`src/rtl/pipe_mdu.sv`:
```
// ============================================================================
// pipe_mdu : iterative multiply/divide unit owning the HI/LO registers
// Rev 1.0  : initial release
// ============================================================================
`default_nettype none

module pipe_mdu #(
    parameter int WIDTH = 32
) (
    input  logic             clrn,
    input  logic             clk,
    input  logic             estart,
    input  logic [2:0]       eop,
    input  logic [WIDTH-1:0] ea,
    input  logic [WIDTH-1:0] eb,
    output logic             busy,
    output logic [WIDTH-1:0] hi,
    output logic [WIDTH-1:0] lo
);

    localparam logic [2:0] OP_MULT  = 3'b001;
    localparam logic [2:0] OP_MULTU = 3'b010;
    localparam logic [2:0] OP_DIV   = 3'b011;
    localparam logic [2:0] OP_DIVU  = 3'b100;
    localparam logic [2:0] OP_MTHI  = 3'b101;
    localparam logic [2:0] OP_MTLO  = 3'b110;

    typedef enum logic [1:0] {
        IDLE = 2'd0,
        RUN  = 2'd1,
        FIX  = 2'd2
    } state_t;

    state_t           state_q, state_d;
    logic [4:0]       cnt_q, cnt_d;
    logic [WIDTH-1:0] acc_q, acc_d;     // product high half / remainder
    logic [WIDTH-1:0] mq_q, mq_d;       // multiplier / quotient
    logic [WIDTH-1:0] opnd_q, opnd_d;   // multiplicand / divisor
    logic [WIDTH-1:0] orig_q, orig_d;   // raw dividend for the divide-by-zero result
    logic             is_div_q, is_div_d;
    logic             rsign_q, rsign_d;
    logic             dsign_q, dsign_d;
    logic [WIDTH-1:0] hi_q, hi_d;
    logic [WIDTH-1:0] lo_q, lo_d;
    logic             busy_q, busy_d;

    logic [WIDTH-1:0]   ea_abs, eb_abs;
    logic [WIDTH:0]     msum;
    logic [WIDTH:0]     dshift;
    logic               dborrow;
    logic [WIDTH-1:0]   dlow;
    logic [2*WIDTH-1:0] prod, prod_neg;

    assign ea_abs   = ea[WIDTH-1] ? -ea : ea;
    assign eb_abs   = eb[WIDTH-1] ? -eb : eb;
    assign msum     = {1'b0, acc_q} + (mq_q[0] ? {1'b0, opnd_q} : '0);
    assign dshift   = {acc_q, mq_q[WIDTH-1]};
    // A non-borrowing difference is always below the divisor, so WIDTH bits suffice.
    assign dborrow  = dshift < {1'b0, opnd_q};
    assign dlow     = dshift[WIDTH-1:0] - opnd_q;
    assign prod     = {acc_q, mq_q};
    assign prod_neg = -prod;

    always_ff @(posedge clk or negedge clrn) begin
        if (!clrn) begin
            state_q  <= IDLE;
            cnt_q    <= '0;
            acc_q    <= '0;
            mq_q     <= '0;
            opnd_q   <= '0;
            orig_q   <= '0;
            is_div_q <= 1'b0;
            rsign_q  <= 1'b0;
            dsign_q  <= 1'b0;
            hi_q     <= '0;
            lo_q     <= '0;
            busy_q   <= 1'b0;
        end else begin
            state_q  <= state_d;
            cnt_q    <= cnt_d;
            acc_q    <= acc_d;
            mq_q     <= mq_d;
            opnd_q   <= opnd_d;
            orig_q   <= orig_d;
            is_div_q <= is_div_d;
            rsign_q  <= rsign_d;
            dsign_q  <= dsign_d;
            hi_q     <= hi_d;
            lo_q     <= lo_d;
            busy_q   <= busy_d;
        end
    end

    always_comb begin
        state_d  = state_q;
        cnt_d    = cnt_q;
        acc_d    = acc_q;
        mq_d     = mq_q;
        opnd_d   = opnd_q;
        orig_d   = orig_q;
        is_div_d = is_div_q;
        rsign_d  = rsign_q;
        dsign_d  = dsign_q;
        hi_d     = hi_q;
        lo_d     = lo_q;

        case (state_q)
            IDLE: begin
                if (estart) begin
                    case (eop)
                        OP_MULT, OP_DIV: begin
                            mq_d     = ea_abs;
                            opnd_d   = eb_abs;
                            rsign_d  = ea[WIDTH-1] ^ eb[WIDTH-1];
                            dsign_d  = ea[WIDTH-1];
                            acc_d    = '0;
                            orig_d   = ea;
                            is_div_d = (eop == OP_DIV);
                            cnt_d    = '0;
                            state_d  = RUN;
                        end
                        OP_MULTU, OP_DIVU: begin
                            mq_d     = ea;
                            opnd_d   = eb;
                            rsign_d  = 1'b0;
                            dsign_d  = 1'b0;
                            acc_d    = '0;
                            orig_d   = ea;
                            is_div_d = (eop == OP_DIVU);
                            cnt_d    = '0;
                            state_d  = RUN;
                        end
                        OP_MTHI: hi_d = ea;
                        OP_MTLO: lo_d = ea;
                        default: ;
                    endcase
                end
            end
            RUN: begin
                if (is_div_q) begin
                    acc_d = dborrow ? dshift[WIDTH-1:0] : dlow;
                    mq_d  = {mq_q[WIDTH-2:0], ~dborrow};
                end else begin
                    {acc_d, mq_d} = {msum, mq_q[WIDTH-1:1]};
                end
                cnt_d = cnt_q + 5'd1;
                if (cnt_q == 5'd31)
                    state_d = FIX;
            end
            FIX: begin
                if (!is_div_q) begin
                    {hi_d, lo_d} = rsign_q ? prod_neg : prod;
                end else if (opnd_q == '0) begin
                    lo_d = '1;
                    hi_d = orig_q;
                end else begin
                    lo_d = rsign_q ? -mq_q : mq_q;
                    hi_d = dsign_q ? -acc_q : acc_q;
                end
                state_d = IDLE;
            end
            default: state_d = IDLE;
        endcase

        busy_d = (state_d != IDLE);
    end

    assign busy = busy_q;
    assign hi   = hi_q;
    assign lo   = lo_q;

endmodule

`default_nettype wire

```
`config.mk`:
```
export PLATFORM = sky130hd
export DESIGN_NAME = pipe_mdu
export DESIGN_NICKNAME = d
export VERILOG_FILES = /design/src/rtl/pipe_mdu.sv
export SDC_FILE = /design/constraint.sdc
export NUM_CORES = 1
export LEC_CHECK = 0
export ABC_AREA = 1
export BUFFER_PORTS_ARGS = -buffer_cell sky130_fd_sc_hd__buf_2
export CORE_UTILIZATION = 45
export CTS_BUF_LIST = sky130_fd_sc_hd__clkbuf_8
export CTS_CLUSTER_SIZE = 25
export DETAILED_ROUTE_END_ITERATION = 16
export SYNTH_ARGS = -nofsm -noshare
export SYNTH_HDL_FRONTEND = slang
export SYNTH_SLANG_ARGS = --single-unit
```
`constraint.sdc`:
```
create_clock -name clk -period 3.15 [get_ports clk]
set_input_delay 0.945 -clock clk [delete_from_list [all_inputs] [get_ports clk]]
set_output_delay 0.945 -clock clk [all_outputs]
set_load 0.005 [all_outputs]
```
Word-level counts from Yosys, hierarchy flattened
Cells that the tools add are included.
W data, S select, Z words.
{"block": "classes", "addsub": 8, "n_reduce_logical": 15, "eq_ne": 14, "bitwise": 2, "mux": 36, "n_lt_le_gt_ge": 1}
{"op": "$mux W32", "n": 19}
{"op": "$pmux W32 S2", "n": 6}
{"op": "$neg A32 Y32", "n": 4}
{"op": "$mux W64", "n": 1}
{"op": "$neg A64 Y64", "n": 1}
{"op": "$add A32 B32 Y33", "n": 1}
{"op": "$lt A33 B32 Y1", "n": 1}
{"op": "$logic_not A32 Y1", "n": 1}
{"op": "$sub A32 B32 Y32", "n": 1}
{"op": "$reduce_and A3 Y1", "n": 6}
{"op": "$mux W5", "n": 2}
{"op": "$pmux W5 S2", "n": 1}
{"op": "$eq A3 B3 Y1 const B", "n": 3}
{"op": "$reduce_bool A2 Y1", "n": 4}
{"op": "$eq A3 B2 Y1 const B", "n": 2}
{"op": "$mux W2", "n": 3}
{"op": "$pmux W1 S2", "n": 3}
{"op": "$add A5 B1 Y5 const B", "n": 1}
{"op": "$eq A5 B5 Y1 const B", "n": 1}
{"op": "$ne A2 B1 Y1 const B", "n": 2}
{"op": "$ne A2 B2 Y1 const B", "n": 2}
{"op": "$pmux W2 S2", "n": 1}
{"op": "$reduce_or A2 Y1", "n": 2}
{"op": "$reduce_or A4 Y1", "n": 1}
{"op": "7 further kinds", "n": 7}
{"block": "word_totals", "regBits": 203, "elab_cells": 88, "input_bits": 70, "output_inout_bits": 65}

Depth between registers and ports, before layout
{"block": "depth", "ltp_word": 6, "ltp_mapped": 21, "depth_no_buf": 20}

Worst setup path before layout
OpenSTA, ideal clock, no wires.
{"block": "synth_path", "path_kind": "input to register", "from": "input ea[0]", "to": "register mq_q[28]", "arrival_ns": 2.343, "path_buffers": 0, "slack_ns": 0.729, "required_time_ns": 3.073, "setup_ns": 0.077, "stages": 12, "cell_sequence": "inv_1 ha_1 inv_1 nor3_1 nand3_1 nor2_1 nand3_1 nor2_1 nand3_1 nand3_1 nand3_1 a21oi_1"}
{"block": "synth_via", "elab_chain_cells": 5}
{"element": "from (decl)", "line_no": "14", "rtl": "input logic [WIDTH-1:0] ea,"}
{"element": "$neg A32 Y32", "line_no": "54", "rtl": "assign ea_abs = ea[WIDTH-1] ? -ea : ea;"}
{"element": "$mux W32", "line_no": "54"}
{"element": "$pmux W32 S2", "line_no": "110", "rtl": "case (eop)"}
{"element": "$mux W32", "line_no": "109", "rtl": "if (estart) begin"}
{"element": "$pmux W32 S2", "line_no": "107", "rtl": "case (state_q)"}
{"element": "to (signal assigned)", "line_no": "82", "rtl": "mq_q <= mq_d;"}
{"element": "to (decl)", "line_no": "37", "rtl": "logic [WIDTH-1:0] mq_q, mq_d;"}
No other way between the ends. The select of a mux whose other input is x is not followed.
A chain may end at the register's enable or synchronous reset.

Final worst setup path
{"block": "layout_path", "from": "register mq_q[31]", "to": "register acc_q[28]"}
{"block": "layout_via", "elab_chain_cells": 4, "elab_cells_between_ends": 5, "cone_classes": "1 x add/sub; 1 x order compare; 3 x mux"}
{"element": "$sub A32 B32 Y32 or $lt A33 B32 Y1 (tied branches)", "line_no": "60, 59"}
{"element": "$mux W32 *", "line_no": "141", "rtl": "acc_d = dborrow ? dshift[WIDTH-1:0] : dlow;"}
{"element": "$mux W32 *", "line_no": "140", "rtl": "if (is_div_q) begin"}
{"element": "$pmux W32 S2 *", "line_no": "107"}
{"element": "to (signal assigned)", "line_no": "68", "rtl": "acc_q <= '0;"}
{"element": "to (signal assigned)", "line_no": "81", "rtl": "acc_q <= acc_d;"}
{"element": "to (decl)", "line_no": "36", "rtl": "logic [WIDTH-1:0] acc_q, acc_d;"}
Mark *: on every way between the ends. The rest lies on a longest branch, timed or not.

==> out/qor.yml <==
status: "complete, no violations"
synth_edf_count: 0
die_x_um: 209
rr_worst_depth: 16
yosysWarnings: 0
gp_congestion: 1.05
placementRows: 75
synth_top_family_by_area: "simple AND/OR/NAND/NOR gates"
avgSynthCellArea_sq_um: 5.90
synth_xor_area_frac: 0.0277
drive_above_1_share: 0.104
final_nets: 3581
drv_cap: 0
clock_path_buffers: 3
crit_arrival_ns: 3.54
syn_inst: 3274
cts-root-buf: "clkbuf_8"
route.detailed.drc: 0
worst_clock_skew_ns: 0.0417
drtAntennaViolNets: 0
final_common_cell: "nand2_1"
crit_buf_inv: 3
avgViaCountPerCell: 5.63
area_growth_pct: 13.4
setup_violations: 0
vdd_drop_max_v: 0.000547
post-place-ws_ns: 0.0807
yosys.area_share.simple: 0.393
clk_latency_ns: 0.62
die_h_um: 209
cts.sinks: 203
start_util: 0.458
cts-buffers-inserted: 40
dp.final_hpwl_um: 64600
totalWireLength_um: 81300
path_common_cell: "nand2_1"
synth_nets: 3416
seq_area_frac_synth: 0.263
slowest_stage: "dfrtp_1"
track_usage: 0.368
cts_tree: "yes"
grt-ovfl-total: 0
start_kind: "flip-flop"
p_per_area_mw_per_mm2: 1250
drtPass1Iterations: 7
synth.area.mux_share: 0
final_hold_viol_count: 0
netlist_area_sq_mm: 0.0193
crit_path_max_fanout: 4
synth_compound_area_frac: 0.161
most-common-layout-cells: "nand2_1, nor2_1, inv_1, nand3_1, o21ai_0"
yosys.area.top_type: "dfrtp_1"
antenna_found_initial: 1
rsz0062_at_grt: "false"
power_mw: 27.3
postCtsSetupRepairBufs: 0
clkTransAtPathRegs_ns: 0.07
n_antenna_cell: 0
coreArea_sq_mm: 0.0421
grt_pass1_wl_um: 123000
synth_fa_ha_area_frac: 0.0474
max_stage_delay_ns: 0.46
netlist_top_cells_area: "dfrtp_1, nand2_1, nor2_1, inv_1, nand3_1"
post-route-util: 0.520
postLayoutCellArea_sq_mm: 0.0219
period_needed_ns: 3.03
dieArea_sq_mm: 0.0437
worst_slew_pin_slew_ns: 0.913
slew_violations: 0
ys.flop_type: "dfrtp_1"
fin_ws_ns: 0.122
cp.depth: 16
critical-path-top-delay-family: "simple AND/OR/NAND/NOR gates"
power_leakage_nw: 11.3
htree_levels: 2
vias: 22600
ys_types: 48
cts_resized: 0
crit_type: "reg -> reg"
tns_ns: 0
numPortBuffers: 134
yosys.area.top_type_share: 0.263
cp.required_ns: 3.66
wire_per_inst_um: 20.3
io_pins: 135
async_reset_ff_frac: 1.00
max_freq_ghz: 0.330
relSlewSlack: 0.388
critPathCaptureType: "flip-flop"
place_area_sq_mm: 0.0210
grt_pass1_vias: 20500
fin_crit_sh: 0.961
postCtsHoldBufs: 0
grt_max_degree: 68
hold_class: "in -> async"
cp_cell_sequence: "inv_1, ha_1, inv_1, fa_1, nand3_1, nand3_1, nand2_1, nand2_1, a21boi_1, inv_1, nand2_1, nand3b_1, nand3_1, nand2_1, nand2_1, nand2_1"
ys_ff_latch: 203
drt_iter0_drc: 2891
synth_stat cells (5+ instances only):
library cell	instances
nand4_1	45
or2_2	10
a22oi_1	7
inv_2	9
nor4_1	8
o21ai_0	215
nor2_2	13
o21ai_1	67
nor3_1	19
clkbuf_1	63
o21bai_1	11
nand2_1	939
nand3b_1	13
ha_1	70
a31oi_1	25
o211ai_1	16
nor2_4	6
inv_1	384
nor2_1	525
nand2_2	5
a21oi_1	209
xnor2_1	7
xor2_1	54
o22ai_1	5
buf_6	13
buf_2	31
buf_1	9
dfrtp_1	203
nand3_1	253
report_power, final:
part / leakage (nW) / switching [mW] / internal, mW / total (mW)
Combinational: 8.47 / 12.8 / 6.21 / 19.0
Sequential: 2.37 / 1.34 / 3.86 / 5.20
Clock: 0.484 / 1.33 / 1.71 / 3.04
per-layer routing:
metal	vias up	routed length, um	track usage
met3	109	9770	0.0974
met2	1135	31300	0.494
met4	2	2180	0.0991
met5	-	13	0
met1	10500	38100	0.567
li1	10900	-	-
worst paths after layout:
| check | startpoint | endpoint | slack [ns] |
|---|---|---|---|
| worst max-delay path | mq_q[31] | acc_q[28] | 0.12 |
| worst min-delay path | clrn | acc_q[22] | 0.25 |
| worst max register to register | mq_q[31] | acc_q[28] | 0.12 |
| worst min register to register | lo[28] | lo[28] | 0.48 |
| max in group asynchronous | clrn | hi[6] | 2.07 |
| min in group clk | lo[28] | lo[28] | 0.48 |
per-stage QoR:
| step | cells | hold slack [ns] |
|---|---|---|
| after CTS | 4006 | 0.249 |
| after detailed placement | 3936 | 0.472 |
| after global routing | 4006 | 0.275 |
| after floorplan | 3274 | 0.459 |
| after global placement | 3936 | 0.465 |
| final | 4006 | 0.251 |
layout make-up:
type / count / area [sq um]
inverters: 398 / 1500
well taps: 539 / 674
fillers: 4472 / 20200
clock buffers: 51 / 702
clock inverters: 19 / 176
multi-input cells: 2555 / 12200
repair buffers: 241 / 1600
flip-flops and latches: 203 / 5080
flip-flops by register name (all words and copies together), names as in the netlist:
register	cells
rsign_q	1
busy	1
lo	32
hi	32
is_div_q	1
acc_q	32
mq_q	32
orig_q	32
state_q	2
opnd_q	32
cnt_q	5
dsign_q	1
worst register-to-register path, delay by kind of cell, from the launching register on:
kind,cells,cell delay (ns)
AOI/OAI and AO/OA,1,0.27
adders and majority gates,2,0.65
buffers and inverters,3,0.46
DFF,1,0.46
and+or+nand+nor,10,1.11
logic make-up (layout without fill, tap and decap cells):
| kind of cell | after synthesis | in the layout |
|---|---|---|
| buf+inv | 516 | 709 |
| compound gates | 579 | 579 |
| simple gates | 1843 | 1843 |
| flops | 203 | 203 |
| xor+xnor | 61 | 61 |
| fa+ha+maj | 72 | 72 |
Note: power is estimated with default switching activity, not from simulation.
